**config.mk**
```make
export PLATFORM = sky130hd
export DESIGN_NAME = down_counter_timer
export DESIGN_NICKNAME = d
export VERILOG_FILES = /design/src/rtl/down_counter_pkg.sv /design/src/rtl/down_counter_core.sv /design/src/rtl/down_counter_timer.sv
export SDC_FILE = /design/constraint.sdc
export NUM_CORES = 1
export LEC_CHECK = 0
export ABC_AREA = 1
export CAP_MARGIN = 40
export CORE_AREA = 2 2 39 41
export CTS_CLUSTER_DIAMETER = 50
export DETAILED_ROUTE_END_ITERATION = 16
export DIE_AREA = 0 0 41 43
export GPL_TIMING_DRIVEN = 0
export SLEW_MARGIN = 20
export SYNTH_ARGS = -nofsm -noshare
export SYNTH_HDL_FRONTEND = slang
export SYNTH_SLANG_ARGS = --single-unit
```
**constraint.sdc**
```tcl
create_clock -name clk -period 1.4 [get_ports clk]
set_clock_uncertainty 0.05 [all_clocks]
set_input_delay 0.14 -clock clk [delete_from_list [all_inputs] [get_ports clk]]
set_output_delay 0.14 -clock clk [all_outputs]
set_load 0.01 [all_outputs]
```
**src/rtl/down_counter_pkg.sv**
```systemverilog
// Shared state encoding and width bounds for the loadable down-counter timer.
package down_counter_pkg;

   typedef enum logic [1:0] {
      ST_IDLE = 2'b00,
      ST_RUN  = 2'b01,
      ST_DONE = 2'b10
   } state_t;

   localparam int WIDTH_MIN = 2;
   localparam int WIDTH_MAX = 16;

endpackage

```
**src/rtl/down_counter_core.sv**
```systemverilog
// Count register: sync clear, load, decrement; zero flag is combinational.
// Single-cycle update; enables come from the owning FSM, no backpressure.
module down_counter_core #(
   parameter int WIDTH = 4
) (
   input  logic             clk,
   input  logic             reset,
   input  logic             load,
   input  logic [WIDTH-1:0] load_val,
   input  logic             dec,
   output logic [WIDTH-1:0] out,
   output logic             zero
);

   always_ff @(posedge clk) begin
      if (reset) begin
         out <= '0;
      end else if (load) begin
         out <= load_val;
      end else if (dec) begin
         out <= out - WIDTH'(1);
      end
   end

   assign zero = (out == '0);

endmodule

```
**src/rtl/down_counter_timer.sv**
```systemverilog
// Start/done interval timer: load on start, count down on dec, one-cycle done at zero.
// Start-to-done is N+1 cycles with dec held high; abort or reset cancels without done.
module down_counter_timer
   import down_counter_pkg::*;
#(
   parameter int WIDTH = 4
) (
   input  logic             clk,
   input  logic             reset,
   input  logic             start,
   input  logic [WIDTH-1:0] load_val,
   input  logic             dec,
   input  logic             abort,
   output logic [WIDTH-1:0] out,
   output logic             busy,
   output logic             done,
   output logic             zero
);

   state_t state;
   logic   load_en;
   logic   dec_en;
   logic   last_dec;

   // DONE accepts start like IDLE so back-to-back counts have no gap.
   assign load_en  = start && (state == ST_IDLE || state == ST_DONE);
   assign dec_en   = (state == ST_RUN) && !abort && dec;
   assign last_dec = (out == WIDTH'(1));

   down_counter_core #(
      .WIDTH (WIDTH)
   ) u_core (
      .clk      (clk),
      .reset    (reset),
      .load     (load_en),
      .load_val (load_val),
      .dec      (dec_en),
      .out      (out),
      .zero     (zero)
   );

   always_ff @(posedge clk) begin
      if (reset) begin
         state <= ST_IDLE;
         busy  <= 1'b0;
         done  <= 1'b0;
      end else begin
         case (state)
            ST_IDLE, ST_DONE: begin
               if (start) begin
                  if (load_val != '0) begin
                     state <= ST_RUN;
                     busy  <= 1'b1;
                     done  <= 1'b0;
                  end else begin
                     state <= ST_DONE;
                     busy  <= 1'b0;
                     done  <= 1'b1;
                  end
               end else begin
                  state <= ST_IDLE;
                  busy  <= 1'b0;
                  done  <= 1'b0;
               end
            end
            ST_RUN: begin
               if (abort) begin
                  state <= ST_IDLE;
                  busy  <= 1'b0;
                  done  <= 1'b0;
               end else if (dec && last_dec) begin
                  state <= ST_DONE;
                  busy  <= 1'b0;
                  done  <= 1'b1;
               end
            end
            default: begin
               state <= ST_IDLE;
               busy  <= 1'b0;
               done  <= 1'b0;
            end
         endcase
      end
   end

endmodule

```
### Yosys cells after proc, flatten, opt, wreduce, memory -nomap -nowiden

Cells that the tools add are included.

* register bits: 8
* input port bits: 9
* output and inout port bits: 7
* word-level logic and storage cells: 37

* add/subtract/negate cells: 1
* equality and inequality tests: 4
* multiplexer cells: 17
* reductions and logical operators: 11

Operator list (number)
* two-way mux 1 bit: 8
* two-way mux 2 bit: 4
* two-way mux 4 bit: 2
* == test 4 x 1 -> 1 bit, second input constant: 1
* logical AND 1 bit: 4
* logical NOT 4 bit: 1
* one-hot mux 1 bit (2 select lines): 2
* one-hot mux 2 bit (2 select lines): 1
* nonzero test 4 bit: 1
* subtractor 4 x 1 -> 4 bit, second input constant: 1
* != test 3 x 2 -> 1 bit, second input constant: 1
* == test 2 x 1 -> 1 bit, second input constant: 1
* == test 2 bit, second input constant: 1
* logical NOT 2 bit: 1
* nonzero test 2 bit: 1
* OR reduction 2 bit: 1
* logical NOT 1 bit: 1
* logical OR 1 bit: 1

### Logic depth before layout (Yosys ltp)

Gate-level depths: netlist of run 1.

* depth after elaboration: 5
* depth in mapped cells: 8

### Cells and area by module

From an unflattened synthesis of run 1, not the netlist that was laid out.

* cell total of the unflattened synthesis: 63
* area total of the unflattened synthesis: 414.1 sq um

Modules (own cells, without submodules)
* down_counter_core: times used 1, cells an instance 40, area an instance 252.7 sq um, seq. area each 80.1 sq um
* down_counter_timer: times used 1, cells an instance 23, area an instance 161.4 sq um, seq. area each 60.1 sq um

### Least setup slack after synthesis of run 1

OpenSTA, ideal clock, no wires.

* kind: reg-to-reg
* start: register u_core.out[0]
* end: register u_core.out[2]
* setup time: 120 ps
* arrival time: 1054 ps
* setup slack: 177 ps
* cell stages (with the launch flop): 6
* buffers on the path: 0
* period minus slack after synthesis: 1223 ps
* cells stage by stage: dfxtp_1 > inv_1 > ha_1 > xor2_1 > a21oi_1 > a21oi_1

* cells in the longest elaborated chain, start to end: 3

Ends and longest elaborated chain
* start: declaration: line down_counter_core.sv:11 `output logic [WIDTH-1:0] out,`
* start signal: assignment: line down_counter_core.sv:19 `out <= load_val;`
* start signal: assignment: line down_counter_core.sv:21 `out <= out - WIDTH'(1);`
* subtractor 4 x 1 -> 4 bit: line down_counter_core.sv:21
* two-way mux 4 bit: line down_counter_core.sv:20 `end else if (dec) begin`
* two-way mux 4 bit: line down_counter_core.sv:18 `end else if (load) begin`

No other way between the ends. The select of a mux whose other input is x is not followed.
A chain may end at the register's enable or synchronous reset.

### Worst setup path after layout of run 1

* start: register u_core.out[3]
* end: output port out[3]

RTL lines
* end: declaration: line down_counter_timer.sv:14 `output logic [WIDTH-1:0] out,`

No word-level cell between the ends.

==> results of run 1 <==
synth_stat cells (2+ instances only):
| master | instances | area [um2] |
|---|---|---|
| a21oi_1 | 4 | 20.0 |
| dfxtp_1 | 7 | 140 |
| ha_1 | 3 | 37.5 |
| inv_1 | 14 | 52.6 |
| nand2_1 | 10 | 37.5 |
| nand3_1 | 8 | 40.0 |
| nor2_1 | 8 | 30.0 |
| nor3_1 | 3 | 15.0 |
| o21ai_0 | 2 | 10.0 |
sequential cells by signal (all words and copies together), names as in the netlist:
| signal | flops |
|---|---|
| busy | 1 |
| done | 1 |
| u_core.out | 4 |
| state | 1 |
through the flow:
step	instances	util, %	hold WS [ps]
after detailed placement	96	43.9	454
final	100	46.2	453
after global placement	96	43.9	423
after floorplan	65	-	159
after CTS	100	46.0	461
after global routing	100	46.2	510
power by group:
group / switching (mW) / internal [mW] / leakage, nW
Combinational: 0.0742 / 0.0785 / 0.234
Clock: 0.0752 / 0.109 / 0.0150
Sequential: 0.0170 / 0.217 / 0.0595
final cells by class:
class                      count  area [um2]
sequential                     7         148
tap                           16        20.0
timing repair buffer          15         148
multi-input combinational     44         245
clock buffer                   4        26.3
inverter                      14        52.6
fill                         144         744
path summary, 6_finish.rpt:
check / startpoint / cells past startpoint / to / slack (ps)
worst max-delay path: u_core.out[3]$_SDFFE_PP0P_ / 1 / out[3] / 40
worst min-delay path: busy$_SDFFE_PP0P_ / 2 / busy$_SDFFE_PP0P_ / 450
worst max register to register: u_core.out[0]$_SDFFE_PP0P_ / 5 / u_core.out[2]$_SDFFE_PP0P_ / 270
worst min register to register: busy$_SDFFE_PP0P_ / 2 / busy$_SDFFE_PP0P_ / 450
logic make-up after synthesis:
family | Yosys count
buffers and inverters | 14
AO/OA/AOI/OAI | 6
XOR/XNOR | 1
flip-flops | 7
AND/OR/NAND/NOR | 34
adder cells (fa/ha/maj) | 3
layer usage:
| metal | vias up | part of all wire (%) | GRT usage [%] |
|---|---|---|---|
| li1 | 244 | - | - |
| met5 | - | 0 | 0 |
| met3 | 2 | 2.8 | 0 |
| met2 | 10 | 50 | 21.9 |
| met1 | 193 | 45 | 17.7 |
| met4 | 0 | 2.8 | 14.0 |
repair_timing:
action | 4_1_cts | 5_1_grt
pin swaps | 0 | 0
endpoints found under the setup margin | 4 | 1
gates resized for setup | 10 | 1
==> out/results.txt, run 1 <==
status = completed
minimum clock period = 1360 ps
CTS root buf = clkbuf_4
routed wire length = 979 um
largest net degree at the start of global routing = 7
worst setup margin = 37.4 ps
hold-fix buffer count after cts = 0
dpl hpwl = 759 um
Pleak = 0.309 nW
drt drc = 0
post-place instance area = 608 um2
Seq cells post-synth = 7
initial core utilization = 31.6%
Synth Instances = 65
die height = 43 um
final instance area = 639 um2
Worst-path clk slew = 50 ps
Std-Cell Rows = 14
CP peak stage delay = 550 ps
CTS tree = yes
most used flip-flop cell after synthesis = dfxtp_1
Achievable Freq = 0.734 GHz
clock buffer depth = 2
initial antenna violation count = 0
Tot GR Track Use = 14.7%
yosys warns = 0
post-synth cell types = 15
clock sinks = 7
largest family of logic cells by synthesized area = simple AND/OR/NAND/NOR gates
adder-cell share of the synthesized area = 8.57%
PnR Total Power = 0.570 mW
WL/cell = 9.79 um
final hold viol count = 0
# port buffers = 15
Sum Neg Setup Slack = 0 ps
worst path required time = 1210 ps
crit path cell chain = clkdlybuf4s50_1
core area = 0.00138 mm2
die footprint = 0.00176 mm2
peak supply drop = 0.576 mV
Slew Limit Fails = 0
GRT overflow = 0
Worst EP arrival = 1170 ps
MaxCap Viol Count = 0
number of flops mapped to enable cells by yosys = 0
# setup viols final = 0
Synth Net Count = 77
crit start category = register
sequential fraction of the synthesis area = 32.0%
vias per cell = 4.49
Post-Syn Area = 438 um2
ANT cells = 0
largest fanout on the critical path = 6
via count = 449
worst-skew pair later-pin latency = 250 ps
Crit path max-delay family = buffers and inverters
placer congestion estimate = 0.723
Crit. End Element = output pin
Setup WS pre-CTS = -133 ps
P&R area growth vs syn = 46.0%
share of layout cells above drive strength 1 = 14.3%
XOR/XNOR Fraction of Synth Area = 2.00%
WP buf/inv = 1
post-synthesis mux area share = 0%
most frequent cells in the layout = inv_1 (13), clkdlybuf4s50_1 (13), nand2_1 (10)
die width = 41 um
Worst path slowest cell = clkdlybuf4s50_1
pwr dens = 892 mW/mm2
Compound-Gate Fraction of Synth Area = 6.86%
Slew headroom = 88.5%
first-pass GRT wire length = 1720 um
total I/O pin count = 16
CTS buffer count = 3
Avg Inst Size Synth = 6.74 um2
final period utilization = 97.3%
Pre-Repair DR Iteration Count = 5
antenna-violating nets left = 0
ys async rst share = 0%
DRT iter0 DRCs = 7
H-tree levels = 1
worst hold-check path type = register to register
Setup Fix Bufs, Post-CTS = 0
simple-gate share of the synthesized area = 38.6%
Slew @ Worst Pin = 171 ps
crit path kind = register to output pin
nets = 97
vias in the first global route = 429
Power figures use the tool's default switching activity.
==> run 2, diff against run 1 <==
--- a/config.mk
+++ b/config.mk
@@ -12,6 +12,7 @@
 export DETAILED_ROUTE_END_ITERATION = 16
 export DIE_AREA = 0 0 41 43
 export GPL_TIMING_DRIVEN = 0
+export PLACE_DENSITY = 0.65
 export SLEW_MARGIN = 20
 export SYNTH_ARGS = -nofsm -noshare
 export SYNTH_HDL_FRONTEND = slang
==> run 2 against run 1 <==
Net effect:
- wire length shrank 7.2%
- clock power about the same
- first-iteration DRC count down 14%
- non-clock buffer count unchanged
- register-to-register slack got worse by 30 ps
- largest cell class unchanged
- largest power group unchanged
==> out/results.txt, run 2 (synthesis results as in run 1) <==
post-cts resize count = 10
commonest non-fill, non-tap cell in the layout = inv_1
worst path required time = 1210 ps
initial core utilization = 31.6%
WHS Path Cells = 2
WP buf/inv = 1
pwr dens = 886 mW/mm2
die footprint = 0.00176 mm2
nets = 97
Pleak = 0.325 nW
status = completed
Setup Fix Bufs, Post-CTS = 0
crit path cell chain = clkdlybuf4s50_1
CTS buffer count = 3
core area = 0.00138 mm2
DRT iter0 DRCs = 6
clock buffer depth = 2
Reg-to-Reg End = u_core.out[2]$_SDFFE_PP0P_
final instance area = 642 um2
Biggest register = u_core.out
placer congestion estimate = 0.813
H-tree levels = 1
# port buffers = 15
largest fanout on the critical path = 5
die width = 41 um
largest net degree at the start of global routing = 7
worst hold-check path type = register to register
R2R Setup Slk = 240 ps
Hold EP = busy$_SDFFE_PP0P_
drt drc = 0
fin cells = 100
P&R area growth vs syn = 46.6%
most frequent cells in the layout = inv_1 (13), clkdlybuf4s50_1 (12), nand2_1 (10)
routed wire length = 909 um
CTS root buf = clkbuf_4
MaxCap Viol Count = 0
GRT overflow = 0
Std-Cell Rows = 14
hold-fix buffer count after cts = 0
Worst EP arrival = 1150 ps
Hold Startpoint = busy$_SDFFE_PP0P_
cell count after placement = 96
dpl hpwl = 715 um
Tot GR Track Use = 12.2%
Pre-Repair DR Iteration Count = 4
final hold viol count = 0
Reg2Reg Depth = 5
Slew headroom = 87.4%
Reg2Reg Launch Point = u_core.out[0]$_SDFFE_PP0P_
PnR Total Power = 0.568 mW
RSZ-0062 raised after global routing = false
Crit. End Element = output pin
peak supply drop = 0.390 mV
final period utilization = 95.9%
share of layout cells above drive strength 1 = 14.3%
vias in the first global route = 343
crit path kind = register to output pin
worst-skew pair later-pin latency = 250 ps
via count = 444
antenna-violating nets left = 0
ANT cells = 0
Final Util = 46.4%
WL/cell = 9.09 um
Crit path max-delay family = buffers and inverters
CP peak stage delay = 530 ps
Worst path slowest cell = clkdlybuf4s50_1
Sum Neg Setup Slack = 0 ps
minimum clock period = 1340 ps
Worst-path clk slew = 50 ps
initial antenna violation count = 0
post-place instance area = 608 um2
Achievable Freq = 0.745 GHz
total I/O pin count = 16
max reg flops = 4
Slew Limit Fails = 0
die height = 43 um
# setup viols final = 0
clock sinks = 7
crit start category = register
CTS tree = yes
Slew @ Worst Pin = 189 ps
first-pass GRT wire length = 1370 um
vias per cell = 4.44
## run 2: changes by cell type in the layout (fill, tap and decap cells not counted), sizes merged
cell and delta:
dlymetal6s2s +1, clkdlybuf4s50 -1
## run 2: worst max-delay path by stage
stage / slack (ps) / end / cells after the start / from
global placement: -120 / zero / 4 / u_core.out[0]$_SDFFE_PP0P_
CTS: 30 / out[2] / 1 / u_core.out[2]$_SDFFE_PP0P_
floorplan: 180 / u_core.out[2]$_SDFFE_PP0P_ / 5 / u_core.out[0]$_SDFFE_PP0P_
global route: 8 / zero / 4 / u_core.out[1]$_SDFFE_PP0P_
detailed placement: -140 / zero / 4 / u_core.out[0]$_SDFFE_PP0P_
finish: 60 / out[0] / 1 / u_core.out[0]$_SDFFE_PP0P_
## run 2: stage by stage
stage / worst slack, ps / hold slack (ps)
6_report: 57.1 / 438
5_1_grt: 8.04 / 448
4_1_cts: 30.6 / 435
3_5_place_dp: -137 / 423
3_3_place_gp: -118 / 420
2_1_floorplan: 177 / 159
## run 2: area by class of cell
class	instances	area, um2
well taps	16	20.0
clock buffers	4	26.3
fillers	150	742
flip-flops and latches	7	148
repair buffers	15	150
multi-input cells	44	245
inverters	14	52.6
## run 2: power by group
part	internal [mW]	switching [mW]	total [mW]	leakage (nW)
Combinational	0.0782	0.0751	0.153	0.250
Sequential	0.217	0.0166	0.233	0.0595
Clock	0.109	0.0732	0.182	0.0150
Total	0.403	0.165	0.568	0.325
## run 2: per-layer routing
layer  wire (um)  track usage [%]  share of wire (%)  up-vias
met5           0                0                  0        -
met4          23             12.0                2.5        0
met3          54             3.14                5.9        4
met2         413             14.7                 45       14
met1         417             16.3                 46      186
li1            -                -                  -      240
==> run 3, diff against run 2 <==
--- a/config.mk
+++ b/config.mk
@@ -7,12 +7,14 @@
 export LEC_CHECK = 0
 export ABC_AREA = 1
 export CAP_MARGIN = 40
-export CORE_AREA = 2 2 39 41
+export CELL_PAD_IN_SITES_DETAIL_PLACEMENT = 0
+export CELL_PAD_IN_SITES_GLOBAL_PLACEMENT = 1
+export CORE_MARGIN = 2
+export CORE_UTILIZATION = 28
 export CTS_CLUSTER_DIAMETER = 50
 export DETAILED_ROUTE_END_ITERATION = 16
-export DIE_AREA = 0 0 41 43
 export GPL_TIMING_DRIVEN = 0
-export PLACE_DENSITY = 0.65
+export PLACE_DENSITY = 0.78
 export SLEW_MARGIN = 20
 export SYNTH_ARGS = -nofsm -noshare
 export SYNTH_HDL_FRONTEND = slang
==> run 3 against run 2 <==
Net effect:
- sequential cell count is the same
- global-route usage shrank 1.7 points
- critical path depth is the same
- cell count is the same
- highest routed layer unchanged
- sequential power is essentially flat
- clock power is essentially flat
- sequential share of layout area shrank 0.18 points
- non-clock buffer count is the same
- critical path type unchanged
- final area grew 0.78%
- combinational power is essentially flat
- worst setup slack lost 4.5 ps
- largest cell class unchanged
- clock-buffer cell count is the same
==> out/results.txt, run 3 (synthesis results as in run 1) <==
status = completed
pwr dens = 887 mW/mm2
Biggest register = u_core.out
# fillers = 155
max reg flops = 4
vias in the first global route = 385
crit path kind = register to output pin
PnR Total Power = 0.574 mW
Setup WS pre-CTS = -142 ps
CTS buffer count = 3
worst-skew pair later-pin latency = 250 ps
worst path required time = 1210 ps
Std-Cell Rows = 14
largest net degree at the start of global routing = 7
Slew headroom = 87.8%
initial core utilization = 29.4%
# port buffers = 15
Slew Limit Fails = 0
dpl hpwl = 718 um
worst setup margin = 52.6 ps
share of layout cells above drive strength 1 = 15.5%
R2R Setup Slk = 260 ps
largest fanout on the critical path = 5
final period utilization = 96.2%
Crit path max-delay family = buffers and inverters
Multi-input gate area = 250 um2
Pre-Repair DR Iteration Count = 4
core area = 0.00149 mm2
placer congestion estimate = 0.724
ANT cells = 0
crit path cell chain = clkdlybuf4s50_1
antenna-violating nets left = 0
initial antenna violation count = 0
die footprint = 0.00190 mm2
Worst path slowest cell = clkdlybuf4s50_1
WL/cell = 9.22 um
# setup viols final = 0
top routing layer used = met4
routed wire length = 922 um
clock buffer depth = 2
DRT iter0 DRCs = 11
most frequent cells in the layout = inv_1 (13), clkdlybuf4s50_1 (12), nand2_1 (10)
Crit. End Element = output pin
Tot GR Track Use = 10.5%
WP buf/inv = 1
MaxCap Viol Count = 0
Achievable Freq = 0.742 GHz
final hold viol count = 0
Worst EP arrival = 1160 ps
minimum clock period = 1350 ps
via count = 457
clock sinks = 7
peak supply drop = 0.558 mV
cell count after placement = 96
P&R area growth vs syn = 47.7%
worst hold-check path type = register to register
H-tree levels = 1
CTS tree = yes
total I/O pin count = 16
die width = 43.5 um
Worst-path clk slew = 50 ps
die height = 43.5 um
CTS root buf = clkbuf_4
GRT overflow = 0
FF+latch area = 148 um2
post-place instance area = 608 um2
final instance area = 647 um2
Slew @ Worst Pin = 182 ps
Setup Fix Bufs, Post-CTS = 0
Sum Neg Setup Slack = 0 ps
Post-Route M1 WL = 416 um
fin cells = 100
vias per cell = 4.57
crit start category = register
CP peak stage delay = 540 ps
Pleak = 0.328 nW
first-pass GRT wire length = 1440 um
commonest non-fill, non-tap cell in the layout = inv_1
drt drc = 0
met3 wire len = 26 um
nets = 97
wire length on met2 = 442 um
-- run 3: cell counts in the layout (fill, tap and decap cells not counted) --
No cell type changed its count.
-- run 3: worst paths after layout --
path	to	start	depth (start not counted)
worst max register to register	u_core.out[2]$_SDFFE_PP0P_	u_core.out[0]$_SDFFE_PP0P_	5
worst min-delay path	busy$_SDFFE_PP0P_	busy$_SDFFE_PP0P_	2
worst max-delay path	out[0]	u_core.out[0]$_SDFFE_PP0P_	1
worst min register to register	busy$_SDFFE_PP0P_	busy$_SDFFE_PP0P_	2
-- run 3: layout make-up --
class                   instances  area share (%)
clock buffers                   4            4.06
inverters                      14            8.12
multi-input cells              44            38.7
flip-flops and latches          7            22.8
well taps                      16            3.09
repair buffers                 15            23.2
-- run 3: through the flow --
stage	hold WS, ps	utilization, %
finish	429	43.4
CTS	435	42.8
detailed placement	428	40.8
global route	467	43.4
global placement	425	40.8
floorplan	159	-
-- run 3: report_power, final --
part | total [mW] | switching [mW] | internal, mW
combinational | 0.155 | 0.0749 | 0.0800
sequential | 0.234 | 0.0178 | 0.217
clock | 0.184 | 0.0755 | 0.109
-- run 3: layer usage --
| layer | track usage, % | vias up |
|---|---|---|
| met5 | 0 | - |
| met4 | 10.9 | 0 |
| li1 | - | 241 |
| met1 | 11.2 | 200 |
| met2 | 17.1 | 11 |
| met3 | 1.25 | 5 |
-- run 3: what timing repair did --
action	4_1_cts	5_1_grt
hold buffers	0	0
resized for setup	10	3
endpoints found under the setup margin	4	2
